==> src/rtl/sdc_bram_pkg.sv <==
// -----------------------------------------------------------------------------
// sdc_bram_pkg
// Shared definitions for the port-A arbiter of the 32x64 descriptor/data BRAM:
//   - BRAM geometry (word width, address width)
//   - arbiter state encodings and the state enum built from them
//   - default lock timeout
//   - rr_pick: round-robin pick between the two requesters
// -----------------------------------------------------------------------------
package sdc_bram_pkg;

    localparam int BRAM_DW          = 64;
    localparam int BRAM_AW          = 5;
    localparam int LOCK_TIMEOUT_DEF = 64;

    localparam logic [1:0] ST_IDLE  = 2'd0;
    localparam logic [1:0] ST_LOCK0 = 2'd1;
    localparam logic [1:0] ST_LOCK1 = 2'd2;

    typedef enum logic [1:0] {
        ARB_IDLE  = ST_IDLE,
        ARB_LOCK0 = ST_LOCK0,
        ARB_LOCK1 = ST_LOCK1
    } arb_state_e;

    // Round-robin pick, returned as {gnt1, gnt0}. With both requesting, the
    // requester that did not win last time gets the port.
    function automatic logic [1:0] rr_pick(input logic req0,
                                           input logic req1,
                                           input logic last_gnt);
        logic [1:0] pick;
        pick = 2'b00;
        if (req0 && req1) begin
            pick = last_gnt ? 2'b01 : 2'b10;
        end else if (req0) begin
            pick = 2'b01;
        end else if (req1) begin
            pick = 2'b10;
        end else begin
            pick = 2'b00;
        end
        return pick;
    endfunction

endpackage

==> src/rtl/sdc_lock_timer.sv <==
// -----------------------------------------------------------------------------
// sdc_lock_timer
// Counts how long a lock has been held. The counter is cleared while `clear`
// is high, advances by one each cycle `enable` is high, and saturates at its
// maximum instead of wrapping. `expire` is high in the cycle where the count
// has reached LIMIT-1 while enabled, i.e. in the LIMIT-th enabled cycle.
//
// Ports
//   clk     in  1  system clock
//   reset   in  1  asynchronous, active-high reset
//   clear   in  1  force count to zero
//   enable  in  1  count this cycle
//   expire  out 1  count == LIMIT-1 and enabled
// -----------------------------------------------------------------------------
module sdc_lock_timer #(
    parameter int LIMIT = 64
) (
    input  logic clk,
    input  logic reset,
    input  logic clear,
    input  logic enable,
    output logic expire
);

    localparam int              CW     = (LIMIT > 2) ? $clog2(LIMIT) : 1;
    localparam logic [CW-1:0]   ZERO_C = {CW{1'b0}};
    localparam logic [CW-1:0]   ONE_C  = CW'(1);
    localparam logic [CW-1:0]   SAT_C  = {CW{1'b1}};
    localparam logic [CW-1:0]   LAST_C = CW'(LIMIT - 1);

    logic [CW-1:0] count_r;

    // Saturating lock-hold counter.
    always_ff @(posedge clk or posedge reset) begin
        if (reset) begin
            count_r <= ZERO_C;
        end else if (clear) begin
            count_r <= ZERO_C;
        end else if (enable && (count_r != SAT_C)) begin
            count_r <= count_r + ONE_C;
        end else begin
            count_r <= count_r;
        end
    end

    // Expiry flag used by the arbiter in the same cycle.
    always_comb begin
        expire = 1'b0;
        if (enable && (count_r == LAST_C)) begin
            expire = 1'b1;
        end else begin
            expire = 1'b0;
        end
    end

endmodule

==> src/rtl/sdc_bram_port_arbiter.sv <==
// -----------------------------------------------------------------------------
// sdc_bram_port_arbiter
// Shares port A of the 32x64 descriptor/data BRAM between the host register
// bus (requester 0) and the SD command/data engine (requester 1). Plain
// accesses alternate round-robin. A requester may set its lock with a request
// to keep the port for a read-modify-write; a lock held for LOCK_TIMEOUT
// cycles is broken, lock_err is raised and that requester's lock is ignored
// until it drops its lock line.
//
// Ports
//   clk, reset            clock, asynchronous active-high reset
//   req0/req1             access request, held until granted
//   lock0/lock1           keep ownership after this access (valid with req)
//   we0/we1               1 = write, 0 = read
//   addr0/addr1 [AW]      word address
//   wdata0/wdata1 [DW]    write data
//   gnt0/gnt1             combinational grant, access happens this cycle
//   rvalid0/rvalid1       registered, read data valid (read granted last cycle)
//   rdata0/rdata1 [DW]    BRAM read data broadcast, qualify with rvalid
//   ram_addr/ram_wdata/ram_wr   to BRAM port A
//   ram_rdata [DW]        from BRAM port A (1-cycle registered read)
//   clr_err               clears lock_err
//   lock_err              sticky, set on lock timeout
//   busy                  arbiter is in a locked state
// -----------------------------------------------------------------------------
module sdc_bram_port_arbiter
    import sdc_bram_pkg::*;
#(
    parameter int DW           = BRAM_DW,
    parameter int AW           = BRAM_AW,
    parameter int LOCK_TIMEOUT = LOCK_TIMEOUT_DEF
) (
    input  logic          clk,
    input  logic          reset,
    input  logic          req0,
    input  logic          req1,
    input  logic          lock0,
    input  logic          lock1,
    input  logic          we0,
    input  logic          we1,
    input  logic [AW-1:0] addr0,
    input  logic [AW-1:0] addr1,
    input  logic [DW-1:0] wdata0,
    input  logic [DW-1:0] wdata1,
    output logic          gnt0,
    output logic          gnt1,
    output logic          rvalid0,
    output logic          rvalid1,
    output logic [DW-1:0] rdata0,
    output logic [DW-1:0] rdata1,
    output logic [AW-1:0] ram_addr,
    output logic [DW-1:0] ram_wdata,
    output logic          ram_wr,
    input  logic [DW-1:0] ram_rdata,
    input  logic          clr_err,
    output logic          lock_err,
    output logic          busy
);

    arb_state_e  state_r;
    logic        last_gnt_r;     // 0: requester 0 won last, 1: requester 1
    logic        blk0_r;
    logic        blk1_r;
    logic        rvalid0_r;
    logic        rvalid1_r;
    logic        lock_err_r;

    logic [1:0]  pick_s;         // {gnt1, gnt0}
    logic        expire_s;
    logic        timeout0_s;
    logic        timeout1_s;
    logic        idle_s;

    // Lock-hold timer: held at zero in IDLE, counts every locked cycle.
    sdc_lock_timer #(
        .LIMIT  (LOCK_TIMEOUT)
    ) u_lock_timer (
        .clk    (clk),
        .reset  (reset),
        .clear  (idle_s),
        .enable (~idle_s),
        .expire (expire_s)
    );

    // State decode and forced-release detection for the current cycle.
    always_comb begin
        idle_s     = (state_r == ARB_IDLE);
        timeout0_s = 1'b0;
        timeout1_s = 1'b0;
        if ((state_r == ARB_LOCK0) && lock0 && expire_s) begin
            timeout0_s = 1'b1;
        end else if ((state_r == ARB_LOCK1) && lock1 && expire_s) begin
            timeout1_s = 1'b1;
        end else begin
            timeout0_s = 1'b0;
            timeout1_s = 1'b0;
        end
    end

    // Grant selection. A locked state only serves its owner; the other side
    // stalls until the state machine is back in IDLE.
    always_comb begin
        pick_s = 2'b00;
        if (reset) begin
            pick_s = 2'b00;
        end else begin
            case (state_r)
                ARB_IDLE:  pick_s = rr_pick(req0, req1, last_gnt_r);
                ARB_LOCK0: pick_s = {1'b0, req0};
                ARB_LOCK1: pick_s = {req1, 1'b0};
                default:   pick_s = 2'b00;
            endcase
        end
    end

    // Port-A mux. Without a grant the address/data follow requester 0 and the
    // write strobe stays low.
    always_comb begin
        ram_addr  = addr0;
        ram_wdata = wdata0;
        ram_wr    = 1'b0;
        if (pick_s[1]) begin
            ram_addr  = addr1;
            ram_wdata = wdata1;
            ram_wr    = we1;
        end else begin
            ram_addr  = addr0;
            ram_wdata = wdata0;
            ram_wr    = pick_s[0] & we0;
        end
    end

    // Arbiter FSM with round-robin pointer, lock blockers, error flag and
    // read-valid pipeline.
    always_ff @(posedge clk or posedge reset) begin
        if (reset) begin
            state_r    <= ARB_IDLE;
            last_gnt_r <= 1'b1;
            blk0_r     <= 1'b0;
            blk1_r     <= 1'b0;
            rvalid0_r  <= 1'b0;
            rvalid1_r  <= 1'b0;
            lock_err_r <= 1'b0;
        end else begin
            rvalid0_r <= pick_s[0] & ~we0;
            rvalid1_r <= pick_s[1] & ~we1;

            // A forced release hands the tie-break to the other requester.
            if (timeout0_s) begin
                last_gnt_r <= 1'b0;
            end else if (timeout1_s) begin
                last_gnt_r <= 1'b1;
            end else if (pick_s[0]) begin
                last_gnt_r <= 1'b0;
            end else if (pick_s[1]) begin
                last_gnt_r <= 1'b1;
            end else begin
                last_gnt_r <= last_gnt_r;
            end

            // Blockers hold until the owner lets go of its lock line.
            if (timeout0_s) begin
                blk0_r <= 1'b1;
            end else if (!lock0) begin
                blk0_r <= 1'b0;
            end else begin
                blk0_r <= blk0_r;
            end

            if (timeout1_s) begin
                blk1_r <= 1'b1;
            end else if (!lock1) begin
                blk1_r <= 1'b0;
            end else begin
                blk1_r <= blk1_r;
            end

            // A new timeout beats a simultaneous clear.
            if (timeout0_s || timeout1_s) begin
                lock_err_r <= 1'b1;
            end else if (clr_err) begin
                lock_err_r <= 1'b0;
            end else begin
                lock_err_r <= lock_err_r;
            end

            case (state_r)
                ARB_IDLE: begin
                    if (pick_s[0] && lock0 && !blk0_r) begin
                        state_r <= ARB_LOCK0;
                    end else if (pick_s[1] && lock1 && !blk1_r) begin
                        state_r <= ARB_LOCK1;
                    end else begin
                        state_r <= ARB_IDLE;
                    end
                end
                ARB_LOCK0: begin
                    if (!lock0 || expire_s) begin
                        state_r <= ARB_IDLE;
                    end else begin
                        state_r <= ARB_LOCK0;
                    end
                end
                ARB_LOCK1: begin
                    if (!lock1 || expire_s) begin
                        state_r <= ARB_IDLE;
                    end else begin
                        state_r <= ARB_LOCK1;
                    end
                end
                default: begin
                    state_r <= ARB_IDLE;
                end
            endcase
        end
    end

    assign gnt0     = pick_s[0];
    assign gnt1     = pick_s[1];
    assign rvalid0  = rvalid0_r;
    assign rvalid1  = rvalid1_r;
    assign rdata0   = ram_rdata;
    assign rdata1   = ram_rdata;
    assign lock_err = lock_err_r;
    assign busy     = (state_r != ARB_IDLE);

endmodule

==> config.mk <==
export PLATFORM = sky130hd
export DESIGN_NAME = sdc_bram_port_arbiter
export DESIGN_NICKNAME = d
export VERILOG_FILES = /design/src/rtl/sdc_bram_pkg.sv /design/src/rtl/sdc_lock_timer.sv /design/src/rtl/sdc_bram_port_arbiter.sv
export SDC_FILE = /design/constraint.sdc
export NUM_CORES = 1
export LEC_CHECK = 0
export BUFFER_PORTS_ARGS = -buffer_cell sky130_fd_sc_hd__buf_2
export CAP_MARGIN = 15
export CORE_AREA = 2 2 163 165
export DETAILED_ROUTE_END_ITERATION = 12
export DIE_AREA = 0 0 165 167
export GPL_TIMING_DRIVEN = 0
export SETUP_SLACK_MARGIN = 0.05
export SYNTH_ARGS = -nofsm -noshare
export SYNTH_HDL_FRONTEND = slang
export SYNTH_HIERARCHICAL = 1
export SYNTH_SLANG_ARGS = --single-unit
==> constraint.sdc <==
create_clock -name clk -period 2.1 [get_ports clk]
set_input_delay 0.21 -clock clk [delete_from_list [all_inputs] [get_ports clk]]
set_output_delay 0.21 -clock clk [all_outputs]
set_load 0.005 [all_outputs]
==> impl_table.tex <==
\begin{tabular}{lr}
\hline
Metric & Value \\
\hline
\multicolumn{2}{l}{\textbf{Outcome}} \\
\quad Result of the run & completed \\
\multicolumn{2}{l}{\textbf{Setup path}} \\
\quad Register-to-register setup slack & 0.21 ns \\
\quad Worst path most repeated cell & sky130\_fd\_sc\_hd\_\_buf\_12 \\
\quad Type of the setup path with the least slack & flop to primary output \\
\quad Worst setup startpoint & last\_gnt\_r\$\_DFFE\_PP1P\_ \\
\quad Max incr delay on CP & 0.55 ns \\
\quad Kind of end point of the critical path & primary output \\
\quad Arrival time at the worst endpoint & 1.83 ns \\
\quad Reg-to-reg startpoint & state\_r[0]\$\_DFF\_PP0\_ \\
\quad Worst-path cell chain & nand3b\_1 > nand2\_4 > buf\_12 > buf\_12 > mux2\_4 > buf\_6 \\
\quad Buffering stage count on the worst path with inverters included & 3 \\
\quad Largest fanout on the critical path & 10 \\
\quad Data required, critical path & 1.89 ns \\
\quad Family of cells with the greatest summed delay on the critical path & flip-flops \\
\quad Type of origin of the critical path & flop \\
\quad Cell with the biggest individual delay on the critical path & sky130\_fd\_sc\_hd\_\_dfstp\_2 \\
\multicolumn{2}{l}{\textbf{Cells and area}} \\
\quad Leading cell types in the layout, fill and taps excluded & 308 x sky130\_fd\_sc\_hd\_\_buf\_2, 135 x sky130\_fd\_sc\_hd\_\_buf\_4, 69 x sky130\_fd\_sc\_hd\_\_mux2\_4 \\
\quad Number of diodes added for antenna fixing & 0 \\
\quad Most common library cell in the layout ignoring fill and taps & sky130\_fd\_sc\_hd\_\_buf\_2 \\
\quad Layout-stage area growth over the synthesis result & 93.7\% \\
\quad Non-Filler Instances & 988 \\
\quad Final-stage net count & 866 \\
\quad Fraction of final layout cells with drive strength greater than 1 & 88.5\% \\
\multicolumn{2}{l}{\textbf{Placed design}} \\
\quad Placement Setup Slack & 0.0211 ns \\
\quad Final GP Congestion & 0.768 \\
\quad HPWL after detailed placement & 11.0 mm \\
\quad Count of port buffers added during placement & 350 \\
\quad Total instance count after detailed placement & 973 \\
\multicolumn{2}{l}{\textbf{Clock network}} \\
\quad Clock H-tree levels & 1 \\
\quad Clock buffers created by TritonCTS & 3 \\
\quad Root buffer selected by CTS & sky130\_fd\_sc\_hd\_\_clkbuf\_16 \\
\quad Max Root-Sink Buffers & 2 \\
\quad Worst-path clk slew & 0.05 ns \\
\quad CTS tree & done \\
\quad Clock Sink Count & 14 \\
\quad Clock latency on the worst-skew pair & 0.24 ns \\
\multicolumn{2}{l}{\textbf{Synthesis}} \\
\quad Yosys warning count & 6 \\
\quad Main combinational cell family by area after synthesis & buffers and inverters \\
\quad Multiplexer area fraction after synthesis & 35.7\% \\
\quad Post-synthesis adder-cell area fraction & 0.431\% \\
\quad Number of library cell types mapped by synthesis & 37 \\
\quad Area share of the leading cell type in the synthesized netlist & 35.7\% \\
\quad Mapped Avg Cell Area & 10.1 um2 \\
\quad Biggest area contributors in the synthesized netlist & sky130\_fd\_sc\_hd\_\_mux2\_4 36\%, sky130\_fd\_sc\_hd\_\_buf\_4 33\%, sky130\_fd\_sc\_hd\_\_dfrtp\_1 11\% \\
\quad Gate count of the mapped netlist & 288 \\
\quad Register bit count reported by yosys & 14 \\
\quad Syn\_nets & 500 \\
\quad Top cell type by total area after synthesis & sky130\_fd\_sc\_hd\_\_mux2\_4 \\
\quad Basic-gate share of the synthesized area counting and, or, nand and nor cells & 8.50\% \\
\quad Xor-xnor portion of the synthesized cell area & 0\% \\
\quad Cell area after synthesis & 2900 um2 \\
\quad Sequential share of the synthesized area & 12.1\% \\
\quad Post-synthesis compound-gate area fraction & 5.86\% \\
\multicolumn{2}{l}{\textbf{Drt}} \\
\quad Number of DRC violations after detailed routing & 0 \\
\quad Wire length after detailed routing & 12.7 mm \\
\quad Total number of vias & 3241 \\
\quad Via-to-Cell Ratio & 3.28 \\
\quad Pre-antenna DRT Iters & 4 \\
\quad Antenna-violating nets left & 0 \\
\quad Routed len/inst & 12.8 um \\
\quad DRC violation total after the first TritonRoute iteration & 53 \\
\multicolumn{2}{l}{\textbf{Power and ir drop}} \\
\quad Final Total Pwr & 1.87 mW \\
\quad Worst vdd rail ir drop & 0.208 mV \\
\quad Power per cell area & 332 nW/um2 \\
\quad Pleak & 3.28 nW \\
\multicolumn{2}{l}{\textbf{Timing}} \\
\quad Setup Total Neg Slack & 0 ns \\
\quad Slew headroom & 79.0\% \\
\quad Max Freq & 0.489 GHz \\
\quad Tmin final & 2.04 ns \\
\quad Transition time at the pin with the least slew margin & 0.315 ns \\
\quad Final count of hold timing violations & 0 \\
\quad Clock tree skew after final layout & 0.000714 ns \\
\quad Final period utilization & 97.3\% \\
\quad Final count of negative-setup-slack endpoints & 0 \\
\quad Slack of the critical path & 0.0564 ns \\
\quad Unrepaired setup endpoints after global routing & true \\
\quad Number of max-slew violations in the final report & 0 \\
\multicolumn{2}{l}{\textbf{Floorplan}} \\
\quad IO Count & 415 \\
\quad Core region area & 25800 um2 \\
\quad Die Outline Area & 27600 um2 \\
\quad Initial Util & 11.3\% \\
\quad Die height & 167 um \\
\quad Die Width & 165 um \\
\quad Number of cell rows & 59 \\
\multicolumn{2}{l}{\textbf{Global routing}} \\
\quad Initial antenna violation count & 1 \\
\quad Aggregate global-route resource usage & 7.51\% \\
\quad Global route total overflow & 0 \\
\quad First-pass GRT wire length & 15.8 mm \\
\quad Number of global-route vias before repair & 2852 \\
\quad Largest net degree at the start of global routing & 11 \\
\multicolumn{2}{l}{\textbf{Hold path}} \\
\quad Worst Hold Class & primary input to flop \\
\quad Hold path startpoint & we0 \\
\multicolumn{2}{l}{\textbf{Flow run}} \\
\quad Maximum capacitance violations & 0 \\
\hline
\end{tabular}
-- cells by family (layout without fill, tap and decap cells) --
| kind of cell | after synthesis | after routing |
|---|---|---|
| muxes | 69 | 69 |
| and+or+nand+nor | 37 | 37 |
| AOI/OAI and AO/OA | 23 | 23 |
| buffers and inverters | 144 | 509 |
| adders and majority gates | 1 | 1 |
| DFF | 14 | 14 |
-- report_power, final --
group | internal [mW] | leakage [nW] | switching, mW | total (mW)
Combinational | 0.796 | 3.05 | 0.403 | 1.20
Clock | 0.256 | 0.0382 | 0.107 | 0.363
Sequential | 0.287 | 0.187 | 0.0175 | 0.304
-- per-layer routing --
metal,track usage [%],vias to the layer above,part of all wire [%]
met5,0,-,0
met4,1.02,0,0.48
met3,1.27,4,6.2
met2,13.9,151,53
met1,9.19,1500,41
li1,-,1586,-
-- final timing paths --
kind	end	cells after the start
worst max-delay path	ram_wdata[38]	6
worst min-delay path	rvalid0$_DFF_PP0_	2
worst max register to register	lock_err$_DFFE_PP0P_	7
worst min register to register	blk1_r$_DFFE_PP0P_	1
max in group asynchronous	last_gnt_r$_DFFE_PP1P_	3
min in group asynchronous	u_lock_timer/count_r[3]$_DFFE_PP0P_	3
-- sequential cells by signal, indices dropped and copies added, names as in the netlist --
| signal | count |
|---|---|
| u_lock_timer/count_r | 6 |
| last_gnt_r | 1 |
| blk0_r | 1 |
| blk1_r | 1 |
| rvalid1 | 1 |
| lock_err | 1 |
| rvalid0 | 1 |
| state_r | 2 |
-- through the flow --
| stage | util [%] | hold slack (ns) | area, um2 |
|---|---|---|---|
| after CTS | 20.4 | 0.121 | 5270 |
| after floorplan | - | 0.000959 | 2900 |
| final | 21.8 | 0.127 | 5620 |
| after global routing | 21.8 | 0.125 | 5620 |
| after global placement | 19.7 | 0.210 | 5070 |
| after detailed placement | 19.7 | 0.204 | 5070 |
-- Yosys cell counts --
cell type and instances:
sky130_fd_sc_hd__o21ai_0 1, sky130_fd_sc_hd__a21oi_1 4, sky130_fd_sc_hd__nor3b_4 1, sky130_fd_sc_hd__a311o_1 1
sky130_fd_sc_hd__and2_1 1, sky130_fd_sc_hd__a21bo_2 1, sky130_fd_sc_hd__inv_1 7, sky130_fd_sc_hd__a41oi_1 1
sky130_fd_sc_hd__nand2_1 4, sky130_fd_sc_hd__buf_6 8, sky130_fd_sc_hd__a311oi_1 1, sky130_fd_sc_hd__and3_1 1
sky130_fd_sc_hd__nor3b_1 3, sky130_fd_sc_hd__and4b_1 1, sky130_fd_sc_hd__dfrtp_1 13, sky130_fd_sc_hd__a21o_1 2
sky130_fd_sc_hd__o21a_1 2, sky130_fd_sc_hd__dfstp_2 1, sky130_fd_sc_hd__nor3_1 1, sky130_fd_sc_hd__nand2_4 1
sky130_fd_sc_hd__mux2_4 69, sky130_fd_sc_hd__o311a_1 2, sky130_fd_sc_hd__nor2_1 5, sky130_fd_sc_hd__nor2b_1 3
sky130_fd_sc_hd__nand3b_1 1, sky130_fd_sc_hd__o211ai_1 3, sky130_fd_sc_hd__nand4_2 1, sky130_fd_sc_hd__ha_1 1
sky130_fd_sc_hd__a31oi_1 2, sky130_fd_sc_hd__or2_2 1, sky130_fd_sc_hd__nand3_1 4, sky130_fd_sc_hd__buf_4 129
sky130_fd_sc_hd__nand4bb_1 2, sky130_fd_sc_hd__o21bai_1 2, sky130_fd_sc_hd__or2b_1 1, sky130_fd_sc_hd__nand2b_1 6
sky130_fd_sc_hd__a211oi_1 1
-- layout make-up --
cell class / instances / area [um2]
inverter: 7 / 26.3
clock buffer: 4 / 78.8
tap: 335 / 419
fill: 2829 / 20100
multi-input combinational: 130 / 1470
timing repair buffer: 361 / 2160
buffer: 137 / 1110
sequential: 14 / 354
-- repair_timing --
action,CTS,global route
buffers inserted,5,3
pin swaps,3,2
gates resized for setup,11,49
hold endpoints to repair,13,0
endpoints found under the setup margin,70,71
hold buffers,1,0
cloned,0,2
Note: power is estimated with default switching activity, not from simulation.
